`src/rtl/serpent_lt_pipe.sv`:
```
// serpent_lt_pipe: elastic 1- or 2-stage Serpent linear transform; each beat selects forward or inverse.
// Optional macro SERPENT_LT_BYPASS_EN adds i_bypass, which passes a beat's words through untouched.
module serpent_lt_pipe #(
  parameter int STAGES = 1,
  parameter int TAG_W  = 4
) (
  input  logic             i_clk,
  input  logic             i_rst,
  input  logic             i_valid,
  output logic             o_ready,
  input  logic             i_inv,
`ifdef SERPENT_LT_BYPASS_EN
  input  logic             i_bypass,
`endif
  input  logic [TAG_W-1:0] i_tag,
  input  logic [31:0]      i_word_0,
  input  logic [31:0]      i_word_1,
  input  logic [31:0]      i_word_2,
  input  logic [31:0]      i_word_3,
  output logic             o_valid,
  input  logic             i_ready,
  output logic [TAG_W-1:0] o_tag,
  output logic [31:0]      o_word_0,
  output logic [31:0]      o_word_1,
  output logic [31:0]      o_word_2,
  output logic [31:0]      o_word_3,
  output logic             o_busy
);

  typedef logic [3:0][31:0] words_t;

  function automatic logic [31:0] rol(input logic [31:0] v, input int n);
    return (v << n) | (v >> (32 - n));
  endfunction

  function automatic logic [31:0] ror(input logic [31:0] v, input int n);
    return rol(v, 32 - n);
  endfunction

  // Both directions split after their first XOR pair, which is the stage A boundary.
  function automatic words_t frontHalf(input words_t x, input logic inv, input logic bypass);
    words_t y;
    y = x;
    if (!bypass) begin
      if (!inv) begin
        y[0] = rol(x[0], 13);
        y[2] = rol(x[2], 3);
        y[1] = x[1] ^ y[0] ^ y[2];
        y[3] = x[3] ^ y[2] ^ (y[0] << 3);
      end else begin
        y[0] = ror(x[0], 5) ^ x[1] ^ x[3];
        y[2] = ror(x[2], 22) ^ x[3] ^ (x[1] << 7);
      end
    end
    return y;
  endfunction

  function automatic words_t backHalf(input words_t x, input logic inv, input logic bypass);
    words_t y;
    y = x;
    if (!bypass) begin
      if (!inv) begin
        y[1] = rol(x[1], 1);
        y[3] = rol(x[3], 7);
        y[0] = rol(x[0] ^ y[1] ^ y[3], 5);
        y[2] = rol(x[2] ^ y[3] ^ (y[1] << 7), 22);
      end else begin
        y[3] = ror(x[3], 7) ^ x[2] ^ (x[0] << 3);
        y[1] = ror(x[1], 1) ^ x[0] ^ x[2];
        y[2] = ror(x[2], 3);
        y[0] = ror(x[0], 13);
      end
    end
    return y;
  endfunction

  logic bypassIn;
`ifdef SERPENT_LT_BYPASS_EN
  assign bypassIn = i_bypass;
`else
  assign bypassIn = 1'b0;
`endif

  words_t inWords;
  assign inWords = {i_word_3, i_word_2, i_word_1, i_word_0};

  logic             feedValid;
  logic             feedInv;
  logic             feedBypass;
  logic [TAG_W-1:0] feedTag;
  words_t           feedWords;
  logic             frontBusy;

  logic             outValid_q;
  logic [TAG_W-1:0] outTag_q;
  words_t           outWords_q;
  words_t           outWords_d;
  logic             outReady;

  assign outReady   = !outValid_q || i_ready;
  assign outWords_d = backHalf(feedWords, feedInv, feedBypass);

  always_ff @(posedge i_clk) begin
    if (i_rst) begin
      outValid_q <= 1'b0;
      outTag_q   <= '0;
      outWords_q <= '0;
    end else if (outReady) begin
      outValid_q <= feedValid;
      if (feedValid) begin
        outTag_q   <= feedTag;
        outWords_q <= outWords_d;
      end
    end
  end

  generate
    if (STAGES == 1) begin : gSingle
      assign feedValid  = i_valid;
      assign feedInv    = i_inv;
      assign feedBypass = bypassIn;
      assign feedTag    = i_tag;
      assign feedWords  = frontHalf(inWords, i_inv, bypassIn);
      assign frontBusy  = 1'b0;
      assign o_ready    = outReady;
    end else if (STAGES == 2) begin : gDouble
      logic             aValid_q;
      logic             aInv_q;
      logic             aBypass_q;
      logic [TAG_W-1:0] aTag_q;
      words_t           aWords_q;
      words_t           aWords_d;
      logic             aReady;

      assign aReady   = !aValid_q || outReady;
      assign aWords_d = frontHalf(inWords, i_inv, bypassIn);

      always_ff @(posedge i_clk) begin
        if (i_rst) begin
          aValid_q  <= 1'b0;
          aInv_q    <= 1'b0;
          aBypass_q <= 1'b0;
          aTag_q    <= '0;
          aWords_q  <= '0;
        end else if (aReady) begin
          aValid_q <= i_valid;
          if (i_valid) begin
            aInv_q    <= i_inv;
            aBypass_q <= bypassIn;
            aTag_q    <= i_tag;
            aWords_q  <= aWords_d;
          end
        end
      end

      assign feedValid  = aValid_q;
      assign feedInv    = aInv_q;
      assign feedBypass = aBypass_q;
      assign feedTag    = aTag_q;
      assign feedWords  = aWords_q;
      assign frontBusy  = aValid_q;
      assign o_ready    = aReady;
    end else begin : gBadStages
      $error("serpent_lt_pipe: STAGES must be 1 or 2");
    end
  endgenerate

  assign o_valid  = outValid_q;
  assign o_tag    = outTag_q;
  assign o_word_0 = outWords_q[0];
  assign o_word_1 = outWords_q[1];
  assign o_word_2 = outWords_q[2];
  assign o_word_3 = outWords_q[3];
  assign o_busy   = outValid_q | frontBusy;

endmodule

```
`config.mk`:
```
export PLATFORM = sky130hd
export DESIGN_NAME = serpent_lt_pipe
export DESIGN_NICKNAME = d
export VERILOG_FILES = /design/src/rtl/serpent_lt_pipe.sv
export SDC_FILE = /design/constraint.sdc
export NUM_CORES = 1
export LEC_CHECK = 0
export BUFFER_PORTS_ARGS = -buffer_cell sky130_fd_sc_hd__buf_2
export CORE_MARGIN = 2
export CORE_UTILIZATION = 50
export CTS_BUF_LIST = sky130_fd_sc_hd__clkbuf_8
export CTS_CLUSTER_SIZE = 10
export DETAILED_ROUTE_END_ITERATION = 10
export HOLD_SLACK_MARGIN = 0.12
export PLACE_DENSITY = 0.83
export SLEW_MARGIN = 10
export SYNTH_ARGS = -nofsm -noshare
export SYNTH_HDL_FRONTEND = slang
export SYNTH_SLANG_ARGS = --single-unit
```
`constraint.sdc`:
```
create_clock -name i_clk -period 1.75 [get_ports i_clk]
set_input_delay 0.0875 -clock i_clk [delete_from_list [all_inputs] [get_ports i_clk]]
set_output_delay 0.0875 -clock i_clk [all_outputs]
set_load 0.01 [all_outputs]
```
== Yosys cells after proc, flatten, opt, wreduce, memory -nomap -nowiden ==
Index checks and enable logic that the tools add are counted.

* Logic and storage cells: 42
* Register bits after elaboration: 133
* Input bits: 137
* Output and inout bits: 135

* Reductions and logical operators: 3
* Mux-type cells: 5
* Bitwise gates (word level): 28

{| class="wikitable"
|+ Operators with widths
! cell !! number
|-
| bitwise XOR 32 bit || 16
|-
| two-way mux 128 bit || 1
|-
| two-way mux 32 bit || 4
|-
| OR 32 x 1 -> 32 bit || 1
|-
| OR 32 x 10 -> 32 bit || 1
|-
| OR 32 x 13 -> 32 bit || 1
|-
| OR 32 x 19 -> 32 bit || 1
|-
| OR 32 x 22 -> 32 bit || 1
|-
| OR 32 x 25 -> 32 bit || 1
|-
| OR 32 x 27 -> 32 bit || 1
|-
| OR 32 x 29 -> 32 bit || 1
|-
| OR 32 x 3 -> 32 bit || 1
|-
| OR 32 x 31 -> 32 bit || 1
|-
| OR 32 x 5 -> 32 bit || 1
|-
| OR 32 x 7 -> 32 bit || 1
|-
| AND reduction 2 bit || 1
|-
| zero test 1 bit || 1
|-
| logical OR 1 bit || 1
|}

== Longest topological paths before layout ==
Gate-level depths: netlist (run 1).

* Word-level depth: 9
* Depth in mapped cells: 8
* Depth with buffers taken out: 5

== Worst setup path after synthesis (run 1) ==
OpenSTA, ideal clock, no wires.

* Path kind: flip-flop to flip-flop
* From: register outValid_q (netlist: o_busy)
* To: register outWords_q, in the netlist o_word_0[10]
* Setup time: 0.134 ns
* Arrival time: 1.540 ns
* Data required time: 1.616 ns
* Clock period less this slack: 1.674 ns
* Stages on the path, launching flop included: 8
* Path slack: 0.076 ns
* Buffers on the path: 4
* Cells stage by stage: dfxtp_1 > nand2b_1 > buf_2 > and2_1 > buf_2 > clkbuf_1 > clkbuf_1 > a21oi_1

* Word-level cells in the longest chain between the ends: 3

{| class="wikitable"
|+ Ends and longest elaborated chain
! what !! RTL line !! source
|-
| start, declared || 94 || <nowiki>logic outValid_q;</nowiki>
|-
| start signal, assigned || 109 || <nowiki>outValid_q <= feedValid;</nowiki>
|-
| zero test 1 bit || 100 || <nowiki>assign outReady = !outValid_q || i_ready;</nowiki>
|-
| logical OR 1 bit || 100 ||
|-
| via o_ready || 10 || <nowiki>output logic o_ready,</nowiki>
|-
| AND reduction 2 bit (no line) || - ||
|-
| end signal, assigned || 112 || <nowiki>outWords_q <= outWords_d;</nowiki>
|-
| end, declared || 96 || <nowiki>words_t outWords_q;</nowiki>
|}

The timed path passes the listed nets, and every way through them passes these cells.
A chain may end at the register's enable or synchronous reset.

== Worst setup path in the final report (run 1) ==
* From: input port i_word_2[15]
* To: register outWords_q, in the netlist o_word_2[16]

* Word-level cells in the longest chain between the ends: 7

{| class="wikitable"
|+ Ends and longest elaborated chain
! what !! RTL line !! source
|-
| start, declared || 18 || <nowiki>input logic [31:0] i_word_2,</nowiki>
|-
| OR 32 x 3 -> 32 bit || 33 || <nowiki>return (v << n) | (v >> (32 - n));</nowiki>
|-
| bitwise XOR 32 bit || 48 || <nowiki>y[1] = x[1] ^ y[0] ^ y[2];</nowiki>
|-
| two-way mux 32 bit || 45 || <nowiki>if (!inv) begin</nowiki>
|-
| OR 32 x 1 -> 32 bit || 33 ||
|-
| bitwise XOR 32 bit || 66 || <nowiki>y[2] = rol(x[2] ^ y[3] ^ (y[1] << 7), 22);</nowiki>
|-
| OR 32 x 22 -> 32 bit || 33 ||
|-
| two-way mux 128 bit || 62 || <nowiki>if (!inv) begin</nowiki>
|}

No other way between the ends.

==> results of run 1 <==
-- worst max-delay path, delay by kind of cell --
kind | cells | cell delay, ns
AO/OA/AOI/OAI | 1 | 0.09
XOR/XNOR | 3 | 1.05
AND/OR/NAND/NOR | 1 | 0.11
buffers and inverters | 2 | 0.70
-- repair_timing --
action	in CTS	in global routing
gates resized for setup	0	3
hold buffers	32	0
hold endpoints to repair	27	0
setup endpoints to repair	0	3
-- cell families after synthesis --
family                    synth area share
muxes                             0.009070
xor gates and xnor gates            0.4594
AOI/OAI and AO/OA                   0.1508
and+or+nand+nor                    0.09103
DFF                                 0.2412
buffers and inverters              0.04852
-- final timing paths --
kind	from	cells past startpoint	end	slack, ns
worst min-delay path	i_ready	4	o_busy	0.12
worst max register to register	o_busy	7	o_word_2[18]	0.14
worst min register to register	o_word_0[25]	2	o_word_0[25]	0.44
worst max-delay path	i_word_2[15]	7	o_word_2[16]	0.08
-- per-layer routing --
metal	track usage	wire (um)	vias to the layer above
li1	-	-	4720
met1	0.4917	16370	5102
met2	0.5618	19220	949
met3	0.09044	6228	184
met4	0.2346	3040	0
met5	0	0	-
-- synth_stat cells (7+ instances only) --
cell type  number  area, sq um
xnor2_1       227         1988
o21ai_0        62        310.3
xnor3_1        75         1689
a211oi_1       13        97.59
nor2_1         93        349.1
buf_1           9        33.78
o22ai_1        21        131.4
a21oi_1        68        340.3
nand2_1        92        345.3
nand3_1        20        100.1
a2bb2oi_1      12        105.1
buf_2          36        180.2
o211ai_1       15        112.6
a31oi_1         9        56.30
a22oi_1        22        165.2
o221ai_1        9        78.83
a222oi_1       10        100.1
dfxtp_1       133         2663
or3_1          10        62.56
clkbuf_1       71        266.5
xor2_1        100        875.8
nand4_1         7        43.79
xor3_1         20        475.5
mux2i_1        10        100.1
-- power breakdown --
part | leakage [nW] | internal [W] | switching, W
registers | 1.10 | 0.00336 | 0.000220
logic | 5.29 | 0.00255 | 0.00270
clock network | 0.178 | 0.00104 | 0.00142
-- final cells by class --
type	instances	area (sq um)
Tap cell	280	350.3
Sequential cell	133	2663
Clock buffer	19	261.5
Antenna cell	1	2.502
Multi-Input combinational cell	932	7871
Timing Repair Buffer	423	2718
Fill cell	1845	7785
Clock inverter	13	86.33
Inverter	5	18.77
-- state kept, by name (all words and copies together), names as in the netlist --
signal	cells
o_tag	4
o_word_1	32
o_word_3	32
o_word_0	32
o_busy	1
o_word_2	32
-- metrics by stage --
stage                     std cells  power, W
final                          1806   0.01130
after global routing           1806   0.01171
after CTS                      1805   0.01117
after detailed placement       1741  0.008677
after global placement         1741  0.008613
after floorplan                1191  0.006906
==> results.yml, run 1 <==
run_status:
  status: "completed"
route:
  vias: 10960
  drc: 0
  wl_per_cell_um: 24.84
  drt_iter0_markers: 1559
  ant_nets: 0
  routed_wirelength_mm: 44.86
  first_pass_iters: 8
  viasPerCell: 6.066
die:
  core-area_sq_mm: 0.02176
  start_util: 0.5073
  dieArea_sq_mm: 0.02328
  std_cell_rows: 54
  ios: 272
  fp.dieH_um: 152.6
  die_w_um: 152.6
synth:
  syn_area_per_cell_sq_um: 9.267
  synth-seq-cells: 133
  synthFlopType: "dfxtp_1"
  yosysWarningCount: 0
  netlist_instances: 1191
  netlist_area_sq_mm: 0.01104
  yosysSeqAreaShare: 0.2412
  synth_nets: 1328
  synth-edff-count: 0
  synth_async_sr_flop_share: 0
  ys_types: 48
clocking:
  cts_tree: "done"
  cts_setup_buffers: 0
  path_clk_slew_ns: 0.08
  cts_buffer_depth: 2
  clkSinkCount: 133
  ctsRootBufferMaster: "clkbuf_8"
  clkLatencyLatePin_ns: 0.48
  htree_levels: 4
  cts_buffers: 17
timing:
  min_period_ns: 1.673
  final.setup.tns_ns: 0
  slew_viol_final: 0
  finClkSkew_ns: 0.007482
  fmax_mhz: 597.8
  holdWs_ns: 0.1244
  fin_crit_sh: 0.9559
  tightest_slew_ns: 0.5911
  hold_violations: 0
  grt_setup_unrepaired: "no"
  timing.final.ws_setup_ns: 0.07725
  slew_headroom: 0.6031
  setup_viol: 0
power:
  vdd_drop_max_v: 0.0004959
  p_per_area_mw_per_mm2: 808.8
  power_leakage_nw: 6.565
grt:
  grt_max_degree: 85
  grt_pass1_wl_mm: 65.85
  grt_util_all_layers: 0.3764
  grt_pass1_vias: 10550
  antenna_found_initial: 1
  grt-ovfl-total: 0
critical_path:
  critPathSlowestCell: "dlygate4sd3_1"
  cp.arrival_ns: 2.04
  path_max_fanout: 4
  required_ns: 2.12
  path_cells: "dlygate4sd3_1 > buf_2 > xnor3_2 > xor2_2 > xnor3_1 > nor2_1 > o21ai_0"
  crit_type: "input pin to flip-flop"
  start_kind: "input pin"
  cp-end-kind: "flip-flop"
  max_stage_delay_ns: 0.52
worst_hold_path:
  min_path_type: "input pin to flip-flop"
place:
  port_buffers: 271
  placed_area_sq_mm: 0.01328
  hpwl_mm: 34.43
  place.gp.congestion: 1.039
  dp_slack_ns: -0.1047
finish:
  final_area_sq_mm: 0.01397
  final_common_cell: "buf_2"
  area_delta_synth_final_pct: 26.58
  layout.nets: 1649
  final_cell_mix: "buf_2, xnor2_1, dfxtp_1"
  final_util: 0.6422
  drive_above_1_share: 0.2872
flow_run:
  maxCapViolCount: 0
Note: power is estimated with default switching activity, not from simulation.
==> inputs of run 2 (changes only) <==
==> constraint.sdc (replaced) <==
create_clock -name i_clk -period 1.75 [get_ports i_clk]
set_input_delay 0.175 -clock i_clk [delete_from_list [all_inputs] [get_ports i_clk]]
set_output_delay 0.175 -clock i_clk [all_outputs]
set_load 0.01 [all_outputs]
==> run 2 against run 1 <==
  * Total power grew 9.3%
  * Critical path depth is the same
  * Final area grew 1.8%
  * Largest cell class unchanged
  * Largest power group unchanged
==> results.yml, run 2 (synthesis gave the netlist of run 1 again) <==
run_status:
  status: "completed"
finish:
  final_util: 0.6537
  drive_above_1_share: 0.3076
  final_area_sq_mm: 0.01422
  final_cell_mix: "buf_2, xnor2_1, buf_4"
  layout.nets: 1666
  area_delta_synth_final_pct: 28.86
  final_common_cell: "buf_2"
  register_area_sq_mm: 0.002663
  antennaDiodeCount: 0
  final_cells: 1821
  multiInputGateArea_sq_mm: 0.007859
  fillers: 1789
clocking:
  path_clk_slew_ns: 0.08
  cts_buffer_depth: 2
  cts_tree: "done"
  cts_buffers: 17
  clkLatencyLatePin_ns: 0.47
  ctsRootBufferMaster: "clkbuf_8"
  cts_setup_buffers: 0
  htree_levels: 4
  clkSinkCount: 133
route:
  viasPerCell: 5.884
  drt_iter0_markers: 1401
  first_pass_iters: 8
  vias: 10720
  ant_nets: 0
  routed_wirelength_mm: 44.62
  wl_per_cell_um: 24.50
  drc: 0
place:
  post-place-cells: 1778
  place.gp.congestion: 0.9926
  dp_slack_ns: -0.05961
  placed_area_sq_mm: 0.01359
  hpwl_mm: 34.80
  port_buffers: 271
timing:
  slew_viol_final: 0
  grt_setup_unrepaired: "no"
  min_period_ns: 1.681
  finClkSkew_ns: 0.01109
  tightest_slew_ns: 0.4668
  slew_headroom: 0.6866
  fin_crit_sh: 0.9607
  setup_viol: 0
  timing.final.ws_setup_ns: 0.06883
  fmax_mhz: 594.8
  hold_violations: 0
die:
  die_w_um: 152.6
  ios: 272
  core-area_sq_mm: 0.02176
  fp.dieH_um: 152.6
  std_cell_rows: 54
  start_util: 0.5073
  dieArea_sq_mm: 0.02328
grt:
  grt-ovfl-total: 0
  grt_max_degree: 67
  grt_pass1_vias: 10550
  antenna_found_initial: 1
  grt_util_all_layers: 0.3749
  grt_pass1_wl_mm: 65.55
critical_path:
  critPathSlowestCell: "dfxtp_1"
  critical-path-top-delay-family: "simple AND/OR/NAND/NOR gates"
  path_cells: "nand2b_2 > and2_2 > buf_12 > nor2_2 > buf_4 > nand2_1 > o221ai_1"
  cp.arrival_ns: 2.07
  path_max_fanout: 38
  cp-end-kind: "flip-flop"
  start_kind: "flip-flop"
  required_ns: 2.13
  max_stage_delay_ns: 0.36
  timing.critical_path.buf_inv: 2
  crit_type: "flip-flop to flip-flop"
flow_run:
  maxCapViolCount: 0
worst_hold_path:
  min_path_type: "input pin to flip-flop"
power:
  vdd_drop_max_v: 0.0004455
  p_per_area_mw_per_mm2: 868.6
  power_leakage_nw: 6.738
[run 2: cell types whose count changed in the layout (fill, tap and decap cells not counted), moves of 2 or more]
cell           previous run  this run
buf_4                   110       145
dlygate4sd3_1            32        12
bufinv_16                 0         7
clkinv_2                  5         1
clkinvlp_4                3         0
buf_12                   11        13
[run 2: worst min-delay path, cell delays in order]
cell,delay [ns]
buf_2,0.17
xnor2_1,0.10
nand2_1,0.06
a31oi_1,0.07
[run 2: final cells by class]
class | count | share of cell area
Clock buffer | 19 | 0.01839
Clock inverter | 12 | 0.01759
Inverter | 5 | 0.001320
Multi-Input combinational cell | 932 | 0.5526
Sequential cell | 133 | 0.1872
Tap cell | 280 | 0.02463
Timing Repair Buffer | 440 | 0.1983
[run 2: final timing paths]
check | start | endpoint | slack [ns] | cells after the start
hold / removal | i_word_2[3] | o_word_2[28] | 0.15 | 4
setup / recovery | o_busy | o_word_3[9] | 0.07 | 7
setup reg to reg | o_busy | o_word_3[9] | 0.07 | 7
hold reg to reg | o_word_1[5] | o_word_1[5] | 0.46 | 2
[run 2: stage by stage]
| stage | hold WS (ns) | total power, W | setup TNS, ns |
|---|---|---|---|
| after floorplan | 0.3110 | 0.006906 | 0 |
| after global placement | 0.4178 | 0.008741 | -0.01684 |
| after detailed placement | 0.4238 | 0.008814 | -0.08052 |
| after CTS | 0.1261 | 0.01229 | 0 |
| after global routing | 0.1628 | 0.01283 | 0 |
| final | 0.1453 | 0.01235 | 0 |
[run 2: power breakdown]
| part | leakage (nW) | switching (W) | internal, W |
|---|---|---|---|
| combinational | 5.38 | 0.00273 | 0.00262 |
| clock | 0.256 | 0.00139 | 0.00206 |
| sequential | 1.10 | 0.000201 | 0.00336 |
| total | 6.74 | 0.00432 | 0.00804 |
[run 2: per-layer routing]
layer  share of wire  GRT usage  vias to the layer above
met2            0.44     0.5787                      756
met4           0.061     0.2090                        0
met5               0          0                        -
met3            0.11    0.07452                      160
met1            0.39     0.4936                     5048
li1                -          -                     4751
[run 2: timing repair]
action	in CTS	in global routing
setup endpoints to repair	0	36
hold endpoints to repair	12	0
hold buffers	12	0
gates resized for setup	0	3
